`src/rtl/monolith_host_driver.sv`:
```
// Host-side sequencer for the Monolith hash engine: accepts one tagged request at a time,
// drives the engine's go/valid protocol and returns the result or a timeout error.
module monolith_host_driver #(
  parameter int unsigned TAG_W          = 4,
  parameter int unsigned TIMEOUT_CYCLES = 64
) (
  input  logic             clk,
  input  logic             reset,
  input  logic             req_valid,
  output logic             req_ready,
  input  logic [30:0]      req_in1,
  input  logic [30:0]      req_in2,
  input  logic             req_mode,
  input  logic [TAG_W-1:0] req_tag,
  output logic             resp_valid,
  input  logic             resp_ready,
  output logic [30:0]      resp_data,
  output logic [TAG_W-1:0] resp_tag,
  output logic             resp_err,
  output logic [30:0]      eng_in1,
  output logic [30:0]      eng_in2,
  output logic             eng_hash_or_compress,
  output logic             eng_go,
  input  logic [30:0]      eng_out,
  input  logic             eng_valid
);

  localparam logic [30:0] ModP    = 31'h7FFF_FFFF;
  localparam logic [15:0] CntLast = 16'(TIMEOUT_CYCLES - 1);

  typedef enum logic [1:0] {StIdle, StLoad, StRun, StDone} state_e;

  state_e             state_q, state_d;
  logic [15:0]        cnt_q, cnt_d;
  logic [30:0]        in1_q, in1_d;
  logic [30:0]        in2_q, in2_d;
  logic               mode_q, mode_d;
  logic [TAG_W-1:0]   tag_q, tag_d;
  logic [30:0]        data_q, data_d;
  logic               err_q, err_d;

  always_comb begin
    state_d = state_q;
    cnt_d   = cnt_q;
    in1_d   = in1_q;
    in2_d   = in2_q;
    mode_d  = mode_q;
    tag_d   = tag_q;
    data_d  = data_q;
    err_d   = err_q;
    unique case (state_q)
      StIdle: begin
        if (req_valid) begin
          // p is congruent to 0; hash mode never uses the second operand.
          in1_d   = (req_in1 == ModP) ? 31'd0 : req_in1;
          in2_d   = (req_mode && (req_in2 != ModP)) ? req_in2 : 31'd0;
          mode_d  = req_mode;
          tag_d   = req_tag;
          state_d = StLoad;
        end
      end
      StLoad: begin
        cnt_d   = 16'd0;
        state_d = StRun;
      end
      StRun: begin
        // A valid on the first go cycle is left over from the previous job.
        if (eng_valid && (cnt_q != 16'd0)) begin
          data_d  = eng_out;
          err_d   = 1'b0;
          state_d = StDone;
        end else if (cnt_q == CntLast) begin
          data_d  = 31'd0;
          err_d   = 1'b1;
          state_d = StDone;
        end else begin
          cnt_d = cnt_q + 16'd1;
        end
      end
      StDone: begin
        if (resp_ready) state_d = StIdle;
      end
      default: state_d = StIdle;
    endcase
  end

  always_ff @(posedge clk) begin
    if (reset) begin
      state_q <= StIdle;
      cnt_q   <= 16'd0;
      in1_q   <= 31'd0;
      in2_q   <= 31'd0;
      mode_q  <= 1'b0;
      tag_q   <= '0;
      data_q  <= 31'd0;
      err_q   <= 1'b0;
    end else begin
      state_q <= state_d;
      cnt_q   <= cnt_d;
      in1_q   <= in1_d;
      in2_q   <= in2_d;
      mode_q  <= mode_d;
      tag_q   <= tag_d;
      data_q  <= data_d;
      err_q   <= err_d;
    end
  end

  assign req_ready            = (state_q == StIdle);
  assign resp_valid           = (state_q == StDone);
  assign resp_data            = data_q;
  assign resp_tag             = tag_q;
  assign resp_err             = err_q;
  assign eng_in1              = in1_q;
  assign eng_in2              = in2_q;
  assign eng_hash_or_compress = mode_q;
  assign eng_go               = (state_q == StRun);

endmodule

```
`config.mk`:
```
export PLATFORM = sky130hd
export DESIGN_NAME = monolith_host_driver
export DESIGN_NICKNAME = d
export VERILOG_FILES = /design/src/rtl/monolith_host_driver.sv
export SDC_FILE = /design/constraint.sdc
export NUM_CORES = 1
export LEC_CHECK = 0
export BUFFER_PORTS_ARGS = -buffer_cell sky130_fd_sc_hd__buf_4
export CORE_UTILIZATION = 45
export DETAILED_ROUTE_END_ITERATION = 7
export PLACE_DENSITY = 0.75
export SYNTH_ARGS = -nofsm -noshare
export SYNTH_HDL_FRONTEND = slang
export SYNTH_SLANG_ARGS = --single-unit
```
`constraint.sdc`:
```
create_clock -name clk -period 4.3 [get_ports clk]
set_input_delay 0.43 -clock clk [delete_from_list [all_inputs] [get_ports clk]]
set_output_delay 0.43 -clock clk [all_outputs]
set_load 0.01 [all_outputs]
```
==> results of run 1 <==
==> placed cells by master, fill, tap and decap left out, drive strengths merged, types with 2 or more instances in the layout <==
cell,instances
buf,212
dfxtp,117
nor2,102
a22oi,62
a31oi,48
nor3b,32
clkbuf,23
nand2,21
nand4,20
nand3,15
inv,11
o21ai,11
a21oi,10
nor4,8
nor3,5
ha,5
or4,5
and2,4
clkinv,4
nand2b,3
bufinv,3
o41ai,3
nor2b,2
o211ai,2
==> state kept, by name (all words and copies together), names as in the netlist <==
signal and cells:
resp_err 1, state_q 2, resp_data 31, eng_in2 31, cnt_q 16, eng_hash_or_compress 1, eng_in1 31, resp_tag 4
==> layer usage <==
metal / wire length, um / track usage
met1: 6070 / 0.320
met3: 1050 / 0.0786
met5: 0 / 0
met4: 332 / 0.115
met2: 7230 / 0.433
==> metrics by stage <==
stage	hold WS, ns	instance area (um^2)
after floorplan	0.439	4770
after global placement	0.445	6370
after detailed placement	0.453	6370
after global routing	0.153	6980
after CTS	0.139	6980
final	0.155	6980
==> power by group through the flow <==
| stage | Sequential, mW | Clock, mW | Combinational [mW] |
|---|---|---|---|
| 2_1_floorplan | 1.31 | 0 | 0.492 |
| 3_3_place_gp | 1.26 | 0 | 0.875 |
| 3_5_place_dp | 1.27 | 0 | 0.893 |
| 4_1_cts | 1.25 | 1.46 | 0.899 |
| 5_1_grt | 1.26 | 1.50 | 0.978 |
| 6_report | 1.25 | 1.44 | 0.898 |
==> worst max-delay path, cell delays in order (launching register included) <==
cell and delay [ns]:
dfxtp_1 0.32, inv_1 0.09, ha_1 0.14, or4b_1 0.52, nor4_4 0.23, buf_4 0.35, o21ai_1 0.24, o21ai_1 0.59
a31oi_1 0.19
==> final cells by class <==
cell class | instances | area (um^2)
clock inverters | 8 | 121
fillers | 799 | 3340
clock buffers | 23 | 487
flip-flops and latches | 117 | 2340
well taps | 136 | 170
inverters | 11 | 41.3
repair buffers | 212 | 1590
multi-input cells | 372 | 2230
==> cells by family (layout without fill, tap and decap cells) <==
group / after synthesis / count (layout) / share of synthesized area
AND/OR/NAND/NOR: 223 / 223 / 0.239
AO/OA/AOI/OAI: 143 / 143 / 0.209
flip-flops: 117 / 117 / 0.491
buffers and inverters: 55 / 254 / 0.0461
adder cells (fa/ha/maj): 5 / 5 / 0.0131
multiplexers: 1 / 1 / 0.00210
==> final timing paths <==
check,to,cells after the start,slack (ns)
worst max-delay path,cnt_q[14],8,1.47
worst min register to register,resp_tag[2],2,0.46
worst min-delay path,eng_in2[5],3,0.15
worst max register to register,cnt_q[14],8,1.47
==> results.md, run 1 <==
- Status: complete, no violations
- DR pass1 iterations: 6
- Die Ht: 105 um
- Post-synth top area share: 0.491
- Cts repair resizes: 0
- Final WS setup: 1.47 ns
- Tcrit/Tclk final: 0.657
- Skew final: about 0.0067 ns
- Fin util: 0.676
- CTS clk-pin slew, worst paths: 0.05 ns
- Leakage: 2.95 nW
- Worst Max-Slew Pin Slew: about 0.77 ns
- Avg Vias per Cell: approximately 5.7
- RSZ-0062 raised after global routing: false
- Die area: 0.0110 mm^2
- Root Driver: clkbuf_8
- Part of the power in the clock network: 0.402
- Num ports: 205
- Max_slew headroom: 0.484
- Worst Hold Class: input port to flip-flop
- Endpoint class of the critical path: flip-flop
- Global route overflow: 0
- Number of synthesized flops with an enable pin: 0
- Seq cells post-synth: between 100 and 150
- Logic pwr share: 0.250
- Post-Synthesis Cells: 544
- Area Growth Syn to Fin: 46.3%
- First-pass GRT wire length: 23300 um
- Placed instance count: approximately 850
- Synth Area per Inst: between 8 and 9 um^2
- Max Slew Vio Count: 0
- DPL Wire Length: 10100 um
- DP Worst Slack: roughly 1.5 ns
- Syn Std Cell Area: 0.00477 mm^2
- Int Pwr: 2.51 mW
- Starting DRT DRC Count: 468
- TNS Setup: 0 ns
- Initial antenna violation count: 0
- Total GRT Usage: 0.264
- Critical Path Start: cnt_q[0]
- Antenna fix cells: 0
- Most common cell in the netlist: dfxtp_1
- Synth area leader: dfxtp_1
- Hold_buf cts: 0
- Finish-stage setup viols: 0
- Placer Congestion: 0.912
- Die Wd: 105 um
- H-tree depth: 4
- CTS Sinks: 117
- Final Hold Viols: 0
- Library cells used by synthesis: 44
- Critical Path AT: approximately 3.2 ns
- Most common library cells after synthesis: dfxtp_1, nor2_1, a22oi_1
- Post-CTS setup buffer count: 0
- Clock Latency Late Sink: 0.52 ns
- TritonCTS clock tree: done
- Seq/Total Area, Yosys: 0.491
- FFs w/ async S/R, synth: 0
- Clock Path Buffers: 2
- Ys Warns: 0
- CTS buffer count: 17
- Crit path launch type: flip-flop
- Routed wire per std cell: around 17 um
- R2R Path Start: cnt_q[0]
- DRC Markers: 0
- Sequential Power Share: 0.348
- Largest net degree at the start of global routing: 70
- Synth top area cells: dfxtp_1, a22oi_1, nor2_1
- Switch Pwr: 1.08 mW
- Max cap viols: 0
- Syn Nets: 652
- Post-layout power: 3.59 mW
- PortBufs: 204
- Kind of critical path: flip-flop to flip-flop
- Nets@finish: 839
- Final ANT Viol Nets: 0
- Finished Layout Cells: 879
- Layout cell share with drive strength beyond 1: 0.339
- Peak supply drop: 382 uV
- P per Cell Area: ~510 mW/mm^2
- Critical Path RT: 4.67 ns
- Min cycle time layout: 2.83 ns
- Fmax: 0.354 GHz
- Switching Share: 0.302
- # rows: 37
- Core box area: 0.0103 mm^2
- Vias: 4996
- Vias in the first global route: 4747
- Post-Route WL: 14700 um
- Ys flop type: dfxtp_1
- Min-delay src: req_in2[5]
- Initial Utilization: 0.462
- Crit Path Max Fanout: 32
(Power assumes the default switching activity.)
==> run 2, diff against run 1 <==
--- a/config.mk
+++ b/config.mk
@@ -6,7 +6,7 @@
 export NUM_CORES = 1
 export LEC_CHECK = 0
 export BUFFER_PORTS_ARGS = -buffer_cell sky130_fd_sc_hd__buf_4
-export CORE_UTILIZATION = 45
+export CORE_UTILIZATION = 43
 export DETAILED_ROUTE_END_ITERATION = 7
 export PLACE_DENSITY = 0.75
 export SYNTH_ARGS = -nofsm -noshare
==> constraint.sdc (replaced) <==
create_clock -name clk -period 2.4 [get_ports clk]
set_input_delay 0.24 -clock clk [delete_from_list [all_inputs] [get_ports clk]]
set_output_delay 0.24 -clock clk [all_outputs]
set_load 0.01 [all_outputs]
==> results.md, run 2 (synthesis results as in run 1) <==
- Commonest non-fill, non-tap cells in the layout: buf_4, dfxtp_1, nor2_1, dlygate4sd3_1, a22oi_1 (was buf_4, dfxtp_1, nor2_1, a22oi_1, a31oi_1)
- CTS Sinks: 117 (unchanged)
- Final Hold Viols: 0 (unchanged)
- PortBufs: 204 (unchanged)
- CP Cell Sequence: inv_2 > ha_1 > or4b_4 > or4_4 > a31oi_4 > buf_12 > nand3_2 > o41ai_2 (was inv_1 > ha_1 > or4b_1 > nor4_4 > buf_4 > o21ai_1 > o21ai_1 > a31oi_1)
- Min cycle time layout: 2.35 ns (was 2.83 ns)
- Peak supply drop: 437 uV (was 382 uV)
- Final ANT Viol Nets: 0 (unchanged)
- Register area: 0.00234 mm^2 (about the same)
- TritonCTS clock tree: done (unchanged)
- Placer Congestion: 0.899 (was 0.912)
- Crit Path Max Fanout: 8 (was 32)
- Critical Path RT: 2.82 ns (was 4.67 ns)
- Area Growth Syn to Fin: 64.5% (was 46.3%)
- Placement Cell Area: 0.00652 mm^2 (was 0.00637 mm^2)
- Largest net degree at the start of global routing: 68 (was 70)
- Die Ht: 107 um (was 105 um)
- First-pass GRT wire length: 26500 um (was 23300 um)
- Routed wire per std cell: 17.6 um (was 16.7 um)
- Fmax: 0.426 GHz (was 0.354 GHz)
- Num ports: 205 (unchanged)
- CP Buf/Inv Count: 2 (unchanged)
- Finish-stage setup viols: 0 (unchanged)
- Fin util: 0.724 (was 0.676)
- Vias in the first global route: 5444 (was 4747)
- Clock Latency Late Sink: 0.52 ns (about the same)
- DRC Markers: 0 (unchanged)
- Layout cell share with drive strength beyond 1: 0.335 (was 0.339)
- # fillers: 739 (was 799)
- Vias: 5499 (was 4996)
- Core box area: 0.0108 mm^2 (was 0.0103 mm^2)
- Avg Vias per Cell: 5.69 (was 5.68)
- Placed instance count: 867 (was 848)
- Nets@finish: 922 (was 839)
- Critical Path AT: 2.77 ns (was 3.20 ns)
- CP max-delay cell: or4_4 (was o21ai_1)
- Skew final: 0.00947 ns (was 0.00668 ns)
- Crit path launch type: flip-flop (unchanged)
- Starting DRT DRC Count: 473 (was 468)
- Total GRT Usage: 0.291 (was 0.264)
- Commonest non-fill, non-tap cell in the layout: buf_4 (unchanged)
- Kind of critical path: flip-flop to flip-flop (unchanged)
- Initial Utilization: 0.440 (was 0.462)
- Global route overflow: 0 (unchanged)
- Clock Path Buffers: 2 (unchanged)
- Worst Max-Slew Pin Slew: 0.692 ns (was 0.774 ns)
- P per Cell Area: 878 mW/mm^2 (was 514 mW/mm^2)
- Worst Hold Class: input port to flip-flop (unchanged)
- # rows: 38 (was 37)
- Leakage: 3.33 nW (was 2.95 nW)
- Max cap viols: 0 (unchanged)
- Final Cell Area: 0.00785 mm^2 (was 0.00698 mm^2)
- Status: complete, no violations (unchanged)
- Die area: 0.0115 mm^2 (was 0.0110 mm^2)
- Cell family with most CP delay: simple AND/OR/NAND/NOR gates (was compound AO/OA/AOI/OAI gates)
- Finished Layout Cells: 967 (was 879)
- Max Slew Vio Count: 0 (unchanged)
- Tcrit/Tclk final: 0.979 (was 0.657)
- Area of the multi-input gates: 0.00224 mm^2 (was 0.00223 mm^2)
- Endpoint class of the critical path: flip-flop (unchanged)
- CP peak stage delay: 0.52 ns (was 0.59 ns)
- Die Wd: 107 um (was 105 um)
- DR pass1 iterations: 5 (was 6)
- Post-Route WL: 17000 um (was 14700 um)
- CTS buffer count: 17 (unchanged)
- Antenna fix cells: 0 (unchanged)
- Initial antenna violation count: 0 (unchanged)
- Root Driver: clkbuf_8 (unchanged)
- DPL Wire Length: 10200 um (was 10100 um)
- H-tree depth: 4 (unchanged)
- Max_slew headroom: 0.539 (was 0.484)
- CTS clk-pin slew, worst paths: 0.06 ns (was 0.05 ns)
-- run 2: changes by cell type in the layout (fill, tap and decap cells not counted), moves of 2 or more --
cell           change
buf_12             +3
inv_6              +3
dlygate4sd3_1     +65
clkbuf_8           -4
inv_2              +2
clkinv_2           -2
inv_1              -2
clkinvlp_4         +3
buf_4             +12
buf_6              +3
-- run 2: report_power, final --
group          switching, mW  internal (mW)
clock                  0.963           1.72
sequential             0.117           2.13
combinational           1.07          0.888
total                   2.15           4.74
-- run 2: layout make-up --
type,count,area share
Timing Repair Buffer,295,0.309
Clock inverter,14,0.0253
Multi-Input combinational cell,372,0.285
Inverter,11,0.00526
Clock buffer,18,0.0545
Tap cell,140,0.0223
Sequential cell,117,0.298
-- run 2: what timing repair did --
item / in CTS / in global routing
resized for setup: 2 / 6
endpoints found under the setup margin: 9 / 42
hold buffers: 64 / 1
endpoints found under the hold margin: 64 / 1
pin swaps: 1 / 4
setup buffers: 2 / 1
-- run 2: through the flow --
stage,worst slack (ns),setup TNS (ns),power [mW],hold WS [ns]
floorplan,0.207,0,3.22,0.376
global placement,0.0270,0,3.90,0.444
detailed placement,-0.0382,-0.0799,3.95,0.457
CTS,-0.00315,-0.00600,6.78,0.00479
global route,-0.00692,-0.0194,7.20,0.00839
finish,0.0505,0,6.90,0.0169
-- run 2: path summary, 6_finish.rpt --
check	startpoint	end	slack, ns	cells after the start
hold / removal	req_in1[18]	eng_in1[18]	0.02	3
setup / recovery	cnt_q[1]	cnt_q[9]	0.05	8
setup reg to reg	cnt_q[1]	cnt_q[9]	0.05	8
hold reg to reg	resp_tag[2]	resp_tag[2]	0.46	2
-- run 2: layer usage --
metal  vias to the layer above  wire [um]  global-route usage
met4                         0        769               0.178
met2                       293       8390               0.477
met1                      2592       6580               0.337
met5                         -          0                   0
met3                        71       1250              0.0805
li1                       2543          -                   -
-- run 2: tightest hold or removal path: stages --
cell and delay, ns:
buf_4 0.09, a22oi_1 0.07, nor2_1 0.10
